File: src/rtl/i2s_frame_sequencer.sv
// i2s_frame_sequencer
// Deserializes an I2S stream (already strobed into the system clock domain)
// into stereo frames and presents them through a valid/ready handshake.
//
// Ports
//   Clock       system clock, rising edge
//   Reset       synchronous, active-high
//   BitStrobe   one-cycle pulse per serial bit clock rising edge
//   LRCLK       word select (0 = left, 1 = right), sampled on BitStrobe
//   SDATA       serial data, MSB first, sampled on BitStrobe
//   BitCount    bit position within the current channel word (0 = delay slot)
//   SampleL/R   last committed stereo frame
//   FrameValid  SampleL/SampleR hold an unconsumed frame
//   FrameReady  consumer accepts the frame
//   Overrun     sticky: a frame was overwritten before it was consumed
//   ShortWord   one-cycle pulse when a channel word ends early
module i2s_frame_sequencer #(
  parameter int SAMPLE_BITS = 24
) (
  input  logic                   Clock,
  input  logic                   Reset,
  input  logic                   BitStrobe,
  input  logic                   LRCLK,
  input  logic                   SDATA,
  output logic [4:0]             BitCount,
  output logic [SAMPLE_BITS-1:0] SampleL,
  output logic [SAMPLE_BITS-1:0] SampleR,
  output logic                   FrameValid,
  input  logic                   FrameReady,
  output logic                   Overrun,
  output logic                   ShortWord
);

  localparam logic [4:0] CNT_LAST   = 5'(SAMPLE_BITS);
  localparam logic [4:0] CNT_CAP    = 5'(SAMPLE_BITS + 1);
  localparam logic [4:0] CNT_COMMIT = 5'(SAMPLE_BITS + 2);

  typedef enum logic [1:0] {SYNC, LEFT, RIGHT} state_t;

  state_t                 state_q, state_d;
  logic                   lr_prev_q, lr_prev_d;
  logic [4:0]             cnt_q, cnt_d;
  logic [SAMPLE_BITS-1:0] shift_q, shift_d;
  logic [SAMPLE_BITS-1:0] hold_l_q, hold_l_d;
  logic [SAMPLE_BITS-1:0] hold_r_q, hold_r_d;
  logic                   l_done_q, l_done_d;
  logic                   r_done_q, r_done_d;
  logic [SAMPLE_BITS-1:0] smp_l_q, smp_l_d;
  logic [SAMPLE_BITS-1:0] smp_r_q, smp_r_d;
  logic                   fv_q, fv_d;
  logic                   ovr_q, ovr_d;
  logic                   sw_q, sw_d;

  logic lr_edge, lr_rise, lr_fall, commit;

  always_ff @(posedge Clock) begin
    if (Reset) begin
      state_q   <= SYNC;
      lr_prev_q <= 1'b1;
      cnt_q     <= '0;
      shift_q   <= '0;
      hold_l_q  <= '0;
      hold_r_q  <= '0;
      l_done_q  <= 1'b0;
      r_done_q  <= 1'b0;
      smp_l_q   <= '0;
      smp_r_q   <= '0;
      fv_q      <= 1'b0;
      ovr_q     <= 1'b0;
      sw_q      <= 1'b0;
    end else begin
      state_q   <= state_d;
      lr_prev_q <= lr_prev_d;
      cnt_q     <= cnt_d;
      shift_q   <= shift_d;
      hold_l_q  <= hold_l_d;
      hold_r_q  <= hold_r_d;
      l_done_q  <= l_done_d;
      r_done_q  <= r_done_d;
      smp_l_q   <= smp_l_d;
      smp_r_q   <= smp_r_d;
      fv_q      <= fv_d;
      ovr_q     <= ovr_d;
      sw_q      <= sw_d;
    end
  end

  always_comb begin
    state_d   = state_q;
    lr_prev_d = lr_prev_q;
    cnt_d     = cnt_q;
    shift_d   = shift_q;
    hold_l_d  = hold_l_q;
    hold_r_d  = hold_r_q;
    l_done_d  = l_done_q;
    r_done_d  = r_done_q;
    smp_l_d   = smp_l_q;
    smp_r_d   = smp_r_q;
    fv_d      = fv_q;
    ovr_d     = ovr_q;
    sw_d      = 1'b0;
    commit    = 1'b0;

    lr_edge = lr_prev_q ^ LRCLK;
    lr_rise = ~lr_prev_q & LRCLK;
    lr_fall = lr_prev_q & ~LRCLK;

    if (BitStrobe) begin
      lr_prev_d = LRCLK;
      if (lr_edge)             cnt_d = '0;
      else if (cnt_q != 5'd31) cnt_d = cnt_q + 5'd1;

      if (cnt_d >= 5'd1 && cnt_d <= CNT_LAST)
        shift_d = {shift_q[SAMPLE_BITS-2:0], SDATA};

      case (state_q)
        SYNC: if (lr_fall) state_d = LEFT;
        LEFT: begin
          if (lr_edge) begin
            if (lr_rise) state_d = RIGHT;
            // Word ended before its last bit was captured: drop the channel.
            if (cnt_q < CNT_CAP) begin
              sw_d     = 1'b1;
              l_done_d = 1'b0;
            end
          end else if (cnt_d == CNT_CAP) begin
            // No shift happens at CNT_CAP, so shift_q already holds the word.
            hold_l_d = shift_q;
            l_done_d = 1'b1;
          end
        end
        RIGHT: begin
          if (lr_edge) begin
            if (lr_fall) state_d = LEFT;
            if (cnt_q < CNT_CAP) begin
              sw_d     = 1'b1;
              r_done_d = 1'b0;
            end
          end else if (cnt_d == CNT_CAP) begin
            hold_r_d = shift_q;
            r_done_d = 1'b1;
          end else if (cnt_d == CNT_COMMIT) begin
            // Commit point: publish only a fully captured pair, then rearm.
            commit   = l_done_q & r_done_q;
            l_done_d = 1'b0;
            r_done_d = 1'b0;
          end
        end
        default: state_d = SYNC;
      endcase
    end

    // Handshake runs every cycle; a commit wins over a same-cycle accept.
    if (commit) begin
      smp_l_d = hold_l_q;
      smp_r_d = hold_r_q;
      fv_d    = 1'b1;
      if (fv_q && !FrameReady) ovr_d = 1'b1;
    end else if (fv_q && FrameReady) begin
      fv_d = 1'b0;
    end
  end

  assign BitCount   = cnt_q;
  assign SampleL    = smp_l_q;
  assign SampleR    = smp_r_q;
  assign FrameValid = fv_q;
  assign Overrun    = ovr_q;
  assign ShortWord  = sw_q;

endmodule

File: config.mk
export PLATFORM = sky130hd
export DESIGN_NAME = i2s_frame_sequencer
export DESIGN_NICKNAME = d
export VERILOG_FILES = /design/src/rtl/i2s_frame_sequencer.sv
export SDC_FILE = /design/constraint.sdc
export NUM_CORES = 1
export LEC_CHECK = 0
export CAP_MARGIN = 20
export CORE_UTILIZATION = 49
export CTS_CLUSTER_SIZE = 24
export DETAILED_ROUTE_END_ITERATION = 16
export GPL_ROUTABILITY_DRIVEN = 0
export PLACE_DENSITY_LB_ADDON = 0.3
export SLEW_MARGIN = 20
export SYNTH_ARGS = -nofsm -noshare
export SYNTH_HDL_FRONTEND = slang
export SYNTH_SLANG_ARGS = --single-unit
File: constraint.sdc
create_clock -name Clock -period 2.35 [get_ports Clock]
set_input_delay 0.3525 -clock Clock [delete_from_list [all_inputs] [get_ports Clock]]
set_output_delay 0.3525 -clock Clock [all_outputs]
set_load 0.03 [all_outputs]
==> run_results.csv <==
group,metric,value,unit
run_status,outcome,"finished clean",
timing,finalClockSkew,0.0119,ns
die,die_h,103,um
detailed_routing,ant_nets,0,
finish,final_common_cell,"dfxtp_1",
yosys,syn_area,5040,sq um
timing,setup_viol,0,
power,swShare,22.4,%
global_route,grt_overflow,0,
worst_setup_path,endpoint_kind,"flip-flop",
power,power_frac_comb,4.2,%
power,seq_power_share,45.3,%
detailed_routing,drt-initial-drc-count,187,
yosys,netlist.area_leader.share,52.8,%
detailed_routing,drt-total-wl,10600,um
detailed_routing,first_pass_iters,5,
worst_setup_path,arrival,2.68,ns
detailed_routing,drc,0,
yosys,synth-seq-cells,133,
die,ios,62,
worst_setup_path,critPathLaunchType,"flip-flop",
timing,max-slew-margin-rel,61.3,%
yosys,yosys_most_used_dff,"dfxtp_1",
yosys,syn-num-nets,567,
placed_design,numPortBuffers,61,
timing,worst_slew_pin_slew,0.580,ns
yosys,synth_area_leaders,"dfxtp_1, mux2i_1, nand2_1, nor2_1, a21oi_1",
detailed_routing,vias,3922,
global_route,grt_pass1_vias,3793,
clock_tree,cts_made_buffers,17,
worst_setup_path,crit_fanout,12,
worst_hold_path,hp-class,"in -> reg",
clock_tree,clock_latency,0.52,ns
clock_tree,root_buffer,"clkbuf_8",
clock_tree,h-tree-depth,4,
finish,final_cell_area,6570,sq um
detailed_routing,drt-vias-per-instance,5.12,
finish,areaGrowthSynthToFinish,30.3,%
yosys,avgSynthCellArea,9.10,sq um
finish,fill_cells,756,
power,p_sw,1130,uW
finish,fin_nets,633,
power,power,5020,uW
placed_design,placed_cell_area,5910,sq um
power,p_leak,0.00283,uW
clock_tree,post_cts_buffers,0,
global_route,grt_max_degree,58,
timing,fmax,436,MHz
worst_setup_path,cpMaxStageDelayCell,"dfxtp_4",
worst_setup_path,slowest_delay,0.39,ns
timing,slew_violations,0,
placed_design,hpwl,6780,um
finish,diodes,0,
worst_setup_path,cp.required,2.74,ns
yosys,synth_cells,554,
yosys,yosys.area.top_type,"dfxtp_1",
clock_tree,clockBufferDepth,2,
detailed_routing,wl_per_cell,13.8,um
timing,rsz0062_at_grt,"no",
clock_tree,cts_sinks,133,
die,die_x,103,um
yosys,ys_types,40,
worst_setup_path,setup.worst_path.class,"reg -> reg",
timing,min_period,2.29,ns
power,vdd_ir_drop_max,0.000551,V
worst_setup_path,critPathBufInv,2,
yosys,ys_seq_area_share,52.8,%
die,initial_core_util,51.1,%
power,power.clock.fraction,50.6,%
yosys,synth_edf_count,0,
timing,period_share,97.6,%
die,die-area,10700,sq um
timing,hold_ws,0.314,ns
clock_tree,cts_tree,"done",
run,maxCapViolations,0,
finish,layout-drive-gt1-share,12.3,%
finish,final_cell_mix,"dfxtp_1, nand2_1, nor2_1",
timing,hold_violations,0,
global_route,grt_pass1_wl,17400,um
global_route,grt.total_usage,20.9,%
worst_setup_path,crit_family,"compound AO/OA/AOI/OAI gates",
die,row_count,36,
power,internal_power,3900,uW
clock_tree,clk_pin_slew,0.06,ns
yosys,async_reset_ff_share,0,%
die,fp.coreArea,9860,sq um
worst_setup_path,crit_path_cell_trace,"ha_4 -> and4_4 -> buf_4 -> mux2i_4 -> a311oi_1 -> a211o_4 -> buf_12 -> mux2i_2 -> nor2_1",
yosys,yosysWarnings,0,
global_route,grt_antenna_before_repair,0,
power,power.density,765,nW/um^2
[final timing paths]
check | to | slack, ns | depth (start not counted) | start
setup / recovery | shift_q[6]$_SDFFE_PP0P_ | 0.06 | 9 | BitCount[0]$_SDFFE_PP0P_
hold / removal | hold_l_q[16]$_SDFFE_PP0P_ | 0.31 | 2 | Reset
setup reg to reg | shift_q[6]$_SDFFE_PP0P_ | 0.06 | 9 | BitCount[0]$_SDFFE_PP0P_
hold reg to reg | SampleR[2]$_SDFFE_PP0P_ | 0.45 | 2 | hold_r_q[2]$_SDFFE_PP0P_
[flip-flops by register name, summed over array words and instances, names as in the netlist, 2 cells and up]
| signal | flops |
|---|---|
| state_q | 2 |
| shift_q | 24 |
| hold_r_q | 24 |
| SampleL | 24 |
| hold_l_q | 24 |
| SampleR | 24 |
| BitCount | 5 |
[cells by family (layout without fill, tap and decap cells)]
kind of cell,count (synthesis),in the layout,share of synthesized area [%]
buffers and inverters,49,128,4.19
multiplexers,74,74,14.8
AND/OR/NAND/NOR,214,214,17.1
adder cells (fa/ha/maj),7,7,1.74
flip-flops,133,133,52.8
AO/OA/AOI/OAI,77,77,9.38
[power by group through the flow]
stage / clock, uW / combinational [uW] / sequential (uW)
global route: 2660 / 227 / 2270
global placement: 0 / 188 / 2320
finish: 2540 / 210 / 2270
CTS: 2570 / 193 / 2270
floorplan: 0 / 127 / 2320
detailed placement: 0 / 191 / 2320
[Yosys cell counts, types with 2 or more instances]
library cell / count
nand2_1: 107
a31oi_1: 2
ha_1: 7
and4_1: 2
nand3_1: 4
nand2_2: 2
and2_1: 2
nor2_1: 85
a21o_1: 2
or4_1: 2
clkbuf_1: 25
dfxtp_1: 133
a21oi_1: 59
nor3_1: 3
buf_2: 13
buf_4: 3
mux2i_1: 73
inv_1: 8
[final cells by class]
class	count	area (sq um)	share of cell area [%]
Clock buffer	18	428	6.51
Multi-Input combinational cell	372	2230	33.9
Sequential cell	133	2670	40.7
Tap cell	133	166	2.53
Clock inverter	14	151	2.30
Inverter	8	30.0	0.457
Timing Repair Buffer	88	895	13.6
[metal layers]
metal / track usage (%) / wire (um)
met1: 25.6 / 4940
met2: 34.9 / 5110
met3: 4.91 / 434
met4: 9.86 / 109
met5: 0 / 0
[per-stage QoR]
stage          TNS, ns  std cells  util [%]  setup WS [ns]
3_5_place_dp     -8.85        733      59.9         -0.201
3_3_place_gp     -6.79        733      59.9         -0.172
4_1_cts        -0.0240        765      65.9        -0.0240
2_1_floorplan        0        554         -        0.00904
6_report             0        766      66.6         0.0569
5_1_grt              0        766      66.6        0.00142
[timing repair]
item,in CTS,in global routing
gates cloned,0,1
pin swaps,0,2
endpoints found under the hold margin,0,0
setup endpoints to repair,10,97
resized for setup,3,8
hold buffers,0,0
(Power assumes the default switching activity.)
